===== config.mk =====
export PLATFORM = sky130hd
export DESIGN_NAME = adder_temp_unit
export DESIGN_NICKNAME = d
export VERILOG_FILES = /design/src/rtl/adder_temp_pkg.sv /design/src/rtl/nibble_sel.sv /design/src/rtl/adder_temp_unit.sv
export SDC_FILE = /design/constraint.sdc
export NUM_CORES = 1
export LEC_CHECK = 0
export CORE_ASPECT_RATIO = 0.8
export CORE_MARGIN = 2
export CORE_UTILIZATION = 56
export CTS_BUF_LIST = sky130_fd_sc_hd__clkbuf_8
export CTS_CLUSTER_DIAMETER = 40
export DETAILED_ROUTE_END_ITERATION = 10
export DONT_BUFFER_PORTS = 1
export PLACE_DENSITY = 0.71
export SLEW_MARGIN = 20
export SYNTH_ARGS = -nofsm -noshare
export SYNTH_HDL_FRONTEND = slang
export SYNTH_SLANG_ARGS = --single-unit

===== constraint.sdc =====
create_clock -name clk -period 3.4 [get_ports clk]
set_input_delay 0.68 -clock clk [delete_from_list [all_inputs] [get_ports clk]]
set_output_delay 0.68 -clock clk [all_outputs]
set_load 0.02 [all_outputs]

===== src/rtl/adder_temp_pkg.sv =====
// rtl/adder_temp_pkg.sv - shared widths and FSM state encoding for the nibble range adder
package adder_temp_pkg;

  localparam int NIBBLE_W  = 4;
  localparam int N_NIBBLES = 8;
  localparam int IDX_W     = 3;
  localparam int SUM_W     = 8;

  typedef enum logic [1:0] {
    LOAD = 2'd0,
    ACC  = 2'd1,
    DONE = 2'd2
  } state_t;

endpackage


===== src/rtl/nibble_sel.sv =====
// rtl/nibble_sel.sv - combinational selection of one nibble from a packed word
module nibble_sel
  import adder_temp_pkg::*;
(
  input  logic [N_NIBBLES*NIBBLE_W-1:0] i_word,
  input  logic [IDX_W-1:0]              i_idx,
  output logic [NIBBLE_W-1:0]           o_nibble
);

  // Nibble k lives at bits [4k+3:4k]
  assign o_nibble = i_word[{i_idx, 2'b00} +: NIBBLE_W];

endmodule


===== src/rtl/adder_temp_unit.sv =====
// rtl/adder_temp_unit.sv - sequential nibble range adder; optional done port via ADDER_TEMP_DONE_EN
module adder_temp_unit
  import adder_temp_pkg::*;
(
  input  logic                          clk,
  input  logic                          rst,
  input  logic [N_NIBBLES*NIBBLE_W-1:0] Iin,
  input  logic [IDX_W-1:0]              M,
  input  logic [IDX_W-1:0]              m,
  output logic [SUM_W-1:0]              Y
`ifdef ADDER_TEMP_DONE_EN
  ,
  output logic                          done
`endif
);

  state_t                        r_state;
  logic [N_NIBBLES*NIBBLE_W-1:0] r_word;
  logic [IDX_W-1:0]              r_idx;
  logic [IDX_W-1:0]              r_hi;
  logic [SUM_W-1:0]              r_acc;
  logic [IDX_W-1:0]              w_lo;
  logic [IDX_W-1:0]              w_hi;
  logic [NIBBLE_W-1:0]           w_nib;

  // Order the bounds so the walk always runs upward from lo to hi
  assign w_lo = (M < m) ? M : m;
  assign w_hi = (M < m) ? m : M;

  nibble_sel u_nibble_sel (
    .i_word   (r_word),
    .i_idx    (r_idx),
    .o_nibble (w_nib)
  );

  // FSM: capture operands once, accumulate one nibble per cycle, publish and hold
  always_ff @(posedge clk or posedge rst) begin
    if (rst) begin
      r_state <= LOAD;
      r_word  <= '0;
      r_idx   <= '0;
      r_hi    <= '0;
      r_acc   <= '0;
      Y       <= '0;
    end else begin
      case (r_state)
        LOAD: begin
          r_word  <= Iin;
          r_idx   <= w_lo;
          r_hi    <= w_hi;
          r_acc   <= '0;
          r_state <= ACC;
        end
        ACC: begin
          r_acc <= r_acc + {{(SUM_W-NIBBLE_W){1'b0}}, w_nib};
          // Terminate before incrementing so idx never wraps past the top nibble
          if (r_idx == r_hi) begin
            r_state <= DONE;
          end else begin
            r_idx <= r_idx + 1'b1;
          end
        end
        DONE: begin
          Y <= r_acc;
        end
        default: begin
          r_state <= LOAD;
        end
      endcase
    end
  end

`ifdef ADDER_TEMP_DONE_EN
  // Completion flag rises on the same edge that writes Y and holds until reset
  always_ff @(posedge clk or posedge rst) begin
    if (rst) begin
      done <= 1'b0;
    end else if (r_state == DONE) begin
      done <= 1'b1;
    end
  end
`endif

endmodule


# ---- Yosys cells after proc, flatten, opt, wreduce, memory -nomap -nowiden
# Cells that the tools add are included.
dict set report classes {
  n_addsub 2
  multipliers 0
  n_div 0
  n_lt_le_gt_ge 1
  n_eq_ne 5
  n_shift 1
  muxes 7
  bitwise 1
  reduce_logical 4
}
# op count
set ops {}
lappend ops {{32-bit by 6-bit indexed part select with 4-bit output} 1}
lappend ops {{8-bit one-hot mux with 2 select lines} 1}
lappend ops {{3-bit 2-to-1 mux} 3}
lappend ops {{8-bit by 4-bit adder with 8-bit output} 1}
lappend ops {{2-bit one-hot mux with 3 select lines} 1}
lappend ops {{3-bit one-hot mux with 2 select lines} 1}
lappend ops {{2-bit != test (second input constant)} 2}
lappend ops {{2-bit AND reduction} 2}
lappend ops {{3-bit by 1-bit adder with 3-bit output (second input constant)} 1}
lappend ops {{3-bit equality test} 1}
lappend ops {{3-bit less-than comparator} 1}
lappend ops {{2-bit by 1-bit equality test with 1-bit output (second input constant)} 1}
lappend ops {{2-bit equality test (second input constant)} 1}
lappend ops {{2-bit logical NOT} 1}
lappend ops {{2-bit 2-to-1 mux} 1}
lappend ops {{2-bit nonzero test} 1}
lappend ops {{1-bit NOT} 1}
dict set report totals {
  ff_bits 56
  latchBits 0
  ram_bits 0
  mem_bits_ro 0
  input_bits 40
  out_inout_bits 8
  n_memories 0
}

# ---- Depth between registers and ports, before layout
dict set report depth {
  word_depth 3
  depth_mapped 10
  ltp_nobuf 9
}

# ---- By module
# Synthesis repeated with hierarchy kept, for this count alone.
dict set report unflattened {
  cells_unflattened 211
  hier_area_um2 2776.4
}
# mod instances cells_per_inst area_each_um2
set by_module_without_submodules {}
lappend by_module_without_submodules {adder_temp_unit 1 197 2506.2}
lappend by_module_without_submodules {nibble_sel 1 14 270.3}

# ---- Worst setup path after synthesis
# Ideal clock, no wire load.
dict set report synth_timing {
  path_type {register to register}
  startpoint {reg r_idx[0]}
  endpoint {reg r_acc[6]}
  setup_time_ps 132
  t_arrival_ps 2366
  slack_ps 902
  path_stages_with_launch 11
  n_path_buf 1
  period_less_slack_ps 2498
  cell_sequence {dfrtp_1 > buf_2 > mux4_2 > nand2_1 > nand2_1 > ha_1 > fa_1 > a211oi_1 > nor4_1 > xnor2_1 > nor2_1}
}
dict set report synth_between {
  elab_chain_cells 3
}
# item line
set synth_rtl {}
lappend synth_rtl {{start, declared} adder_temp_unit.sv:19} ;# logic [IDX_W-1:0] r_idx;
lappend synth_rtl {{start signal, assigned} adder_temp_unit.sv:49} ;# r_idx <= w_lo;
lappend synth_rtl {{start signal, assigned} adder_temp_unit.sv:60} ;# r_idx <= r_idx + 1'b1;
lappend synth_rtl {{32-bit by 6-bit indexed part select with 4-bit output} nibble_sel.sv:11} ;# assign o_nibble = i_word[{i_idx, 2'b00} +: NIBBLE_W];
lappend synth_rtl {{8-bit by 4-bit adder with 8-bit output} adder_temp_unit.sv:55} ;# r_acc <= r_acc + {{(SUM_W-NIBBLE_W){1'b0}}, w_nib};
lappend synth_rtl {{8-bit one-hot mux with 2 select lines} adder_temp_unit.sv:46} ;# case (r_state)
lappend synth_rtl {{end signal, assigned} adder_temp_unit.sv:55}
lappend synth_rtl {{end, declared} adder_temp_unit.sv:21} ;# logic [SUM_W-1:0] r_acc;
# Every way passes these cells.
# A chain may end at the register's enable or synchronous reset.

# ---- Worst setup path in the final report
dict set report layout_timing {
  startpoint {reg r_idx[1]}
  endpoint {reg r_acc[6]}
}
# The elaborated chain is that of the path after synthesis.

==> results.md <==
- Largest net degree at the start of global routing: 57
- Syn_nets: 263
- Fin nets: 263
- Avg Vias per Cell: 5.92
- Root buffer cell: clkbuf_8
- TritonCTS buffer count: 5
- Syn Area/Cell: 12.9 µm²
- Core area: 4650 µm²
- DR DRC count: 0
- Dpl hpwl: 3.55 mm
- Sum Neg Setup Slack: 0 ps
- Leak pwr: 0.00128 µW
- Via Count: 1621
- Die H: 66.8 µm
- Run status: complete, no violations
- Worst-path clk slew: 100 ps
- Max Buffers Root-to-Sink: 2
- Cells after Synth: 213
- Total GRT Usage: 20.2%
- Post-CTS Repair Setup Buffers: 0
- Synth area leaders: dfrtp_1 (51%), mux2_2 (17%), mux4_2 (6.5%), ha_1 (4.1%), nand2_1 (2.6%)
- Final min period: 2710 ps
- GRT overflow: 0
- Reg2Reg Depth: 9
- CTS tree: built
- H-tree depth: 2
- Slew Limit Fails: 0
- Period utilization: 79.6%
- # port buffers: 0
- Crit Path Category: flip-flop to flip-flop
- Synth top area share: 50.8%
- Share of layout cells above drive strength 1: 30.8%
- Commonest non-fill, non-tap cell in the layout: dfrtp_1
- Vias in the first global route: 1767
- First-pass GRT wire length: 8.16 mm
- RSZ-0062 raised after global routing: false
- Starting Density: 59.3%
- Slew HR: 30.3%
- Peak VDD IR: 417 µV
- Drt pass-1 iters: 4
- ANT cells: 0
- Drt total wl: 4.70 mm
- Hold crit path type: primary input to asynchronous set/reset pin
- CTS resizes: 0
- Hold Worst Slack: 422 ps
- MaxCap Viol Count: 0
- Routability congestion estimate: 0.809
- Final number of setup-violating endpoints: 0
- Worst EP required: 3560 ps
- Post-synth EDFFs: 0
- Mapped cell area: 2760 µm²
- Worst-Margin Slew: 1040 ps
- F_max: 370 MHz
- Critical Path AT: 2870 ps
- Register area share after synthesis: 50.8%
- Most frequent cells in the layout: dfrtp_1 (56), mux2_2 (41), nand2_1 (19), nor2_1 (10), ha_1 (9)
- CTS Hold Bufs: 0
- Die Wd: 82.4 µm
- Final Hold Viols: 0
- Post-route ant nets: 0
- Crit path capture type: flip-flop
- # IOs: 48
- Main synth FF type: dfrtp_1
- Antenna violations before repair: 0
- Seq cells post-synth: 56
- Syn-to-layout area delta: 5.99%
- Clock sink total: 56
- Std cell rows: 22
- Area leader, netlist: dfrtp_1
- Routed length per instance: 17.2 µm
- Yosys cell types: 38
- Critical-path maximum fanout: 7
- Full die area: 5500 µm²
- CP Launch Type: flip-flop
- Iter 0 DRT Violations: 92
- Synthesis Warnings: 0
- Clk_lat worst skew: 310 ps
- Final Skew: 8.64 ps
- Cell area power density: 1050 nW/µm²
- Ys async rst share: 100%
## power breakdown
group,leakage [µW],internal (µW),switching [µW]
registers,0.000672,985,286
logic,0.000552,744,613
clock network,0.0000548,222,219
total,0.00128,1950,1120
## per-stage QoR
stage                     utilization [%]  cells  setup slack [ps]  area (µm²)  total power [µW]
after floorplan                         -    213               902        2760              2380
after global placement               60.3    266               831        2810              2580
after detailed placement             60.3    266               664        2810              2660
after CTS                            62.8    274               661        2920              3100
after global routing                 62.8    274               487        2920              3340
final                                62.8    274               694        2920              3070
## path summary, 6_finish.rpt
kind | startpoint | to | slack (ps)
worst max-delay path | r_idx[1]$_DFFE_PP0P_ | r_acc[6]$_DFFE_PP0P_ | 690
worst min-delay path | rst | r_word[8]$_DFFE_PP0P_ | 420
worst max register to register | r_idx[1]$_DFFE_PP0P_ | r_acc[6]$_DFFE_PP0P_ | 690
worst min register to register | r_word[14]$_DFFE_PP0P_ | r_word[14]$_DFFE_PP0P_ | 520
max in group asynchronous | rst | Y[4]$_DFFE_PP0N_ | 2440
min in group clk | Iin[26] | r_word[26]$_DFFE_PP0P_ | 500
## routing by layer
layer / part of all wire (%) / global-route usage (%)
met5: 0 / 0
met3: 5.9 / 5.28
met1: 47 / 27.1
met4: 1.7 / 9.38
met2: 46 / 30.7
## flip-flops by register name, indices dropped and copies added (netlist names)
signal   cells
r_word      32
r_hi         3
r_idx        3
Y            8
r_acc        8
r_state      2
## critical path, cell delays in order, from the launching register on
cell and delay [ps]:
dfrtp_1 560, mux4_2 550, nand2_1 110, nand2_1 60, ha_1 220, fa_1 410
a211oi_1 290, nor4_1 120, xnor2_1 180, nor2_1 50
## synth_stat cells, types with 2 or more instances
cell type and number:
inv_1 9, a21oi_1 4, xnor2_1 3, nand3_1 2, buf_2 7, dfrtp_1 56
mux4_2 8, nand2b_1 2, nor3_1 3, nor2b_1 3, nand2_1 19, o21ai_0 6
mux2_2 41, clkbuf_1 2, mux2i_1 5, a211oi_1 3, nor2_1 10, ha_1 9
xor2_1 2
## logic make-up (layout without fill, tap and decap cells)
group | Yosys count | count (layout) | share of synthesized area (%)
compound gates | 25 | 25 | 6.95
xor+xnor | 6 | 6 | 2.18
fa+ha+maj | 10 | 10 | 4.81
buf+inv | 19 | 20 | 3.18
flops | 56 | 56 | 50.8
mux | 54 | 54 | 25.1
simple gates | 43 | 43 | 6.95
## area by class of cell
type	count	area (µm²)
clock inverters	3	46.3
clock buffers	5	68.8
flip-flops and latches	56	1400
fillers	355	1730
repair buffers	3	22.5
inverters	9	35.0
multi-input cells	138	1270
well taps	60	75.1
Note: power is estimated with default switching activity, not from simulation.
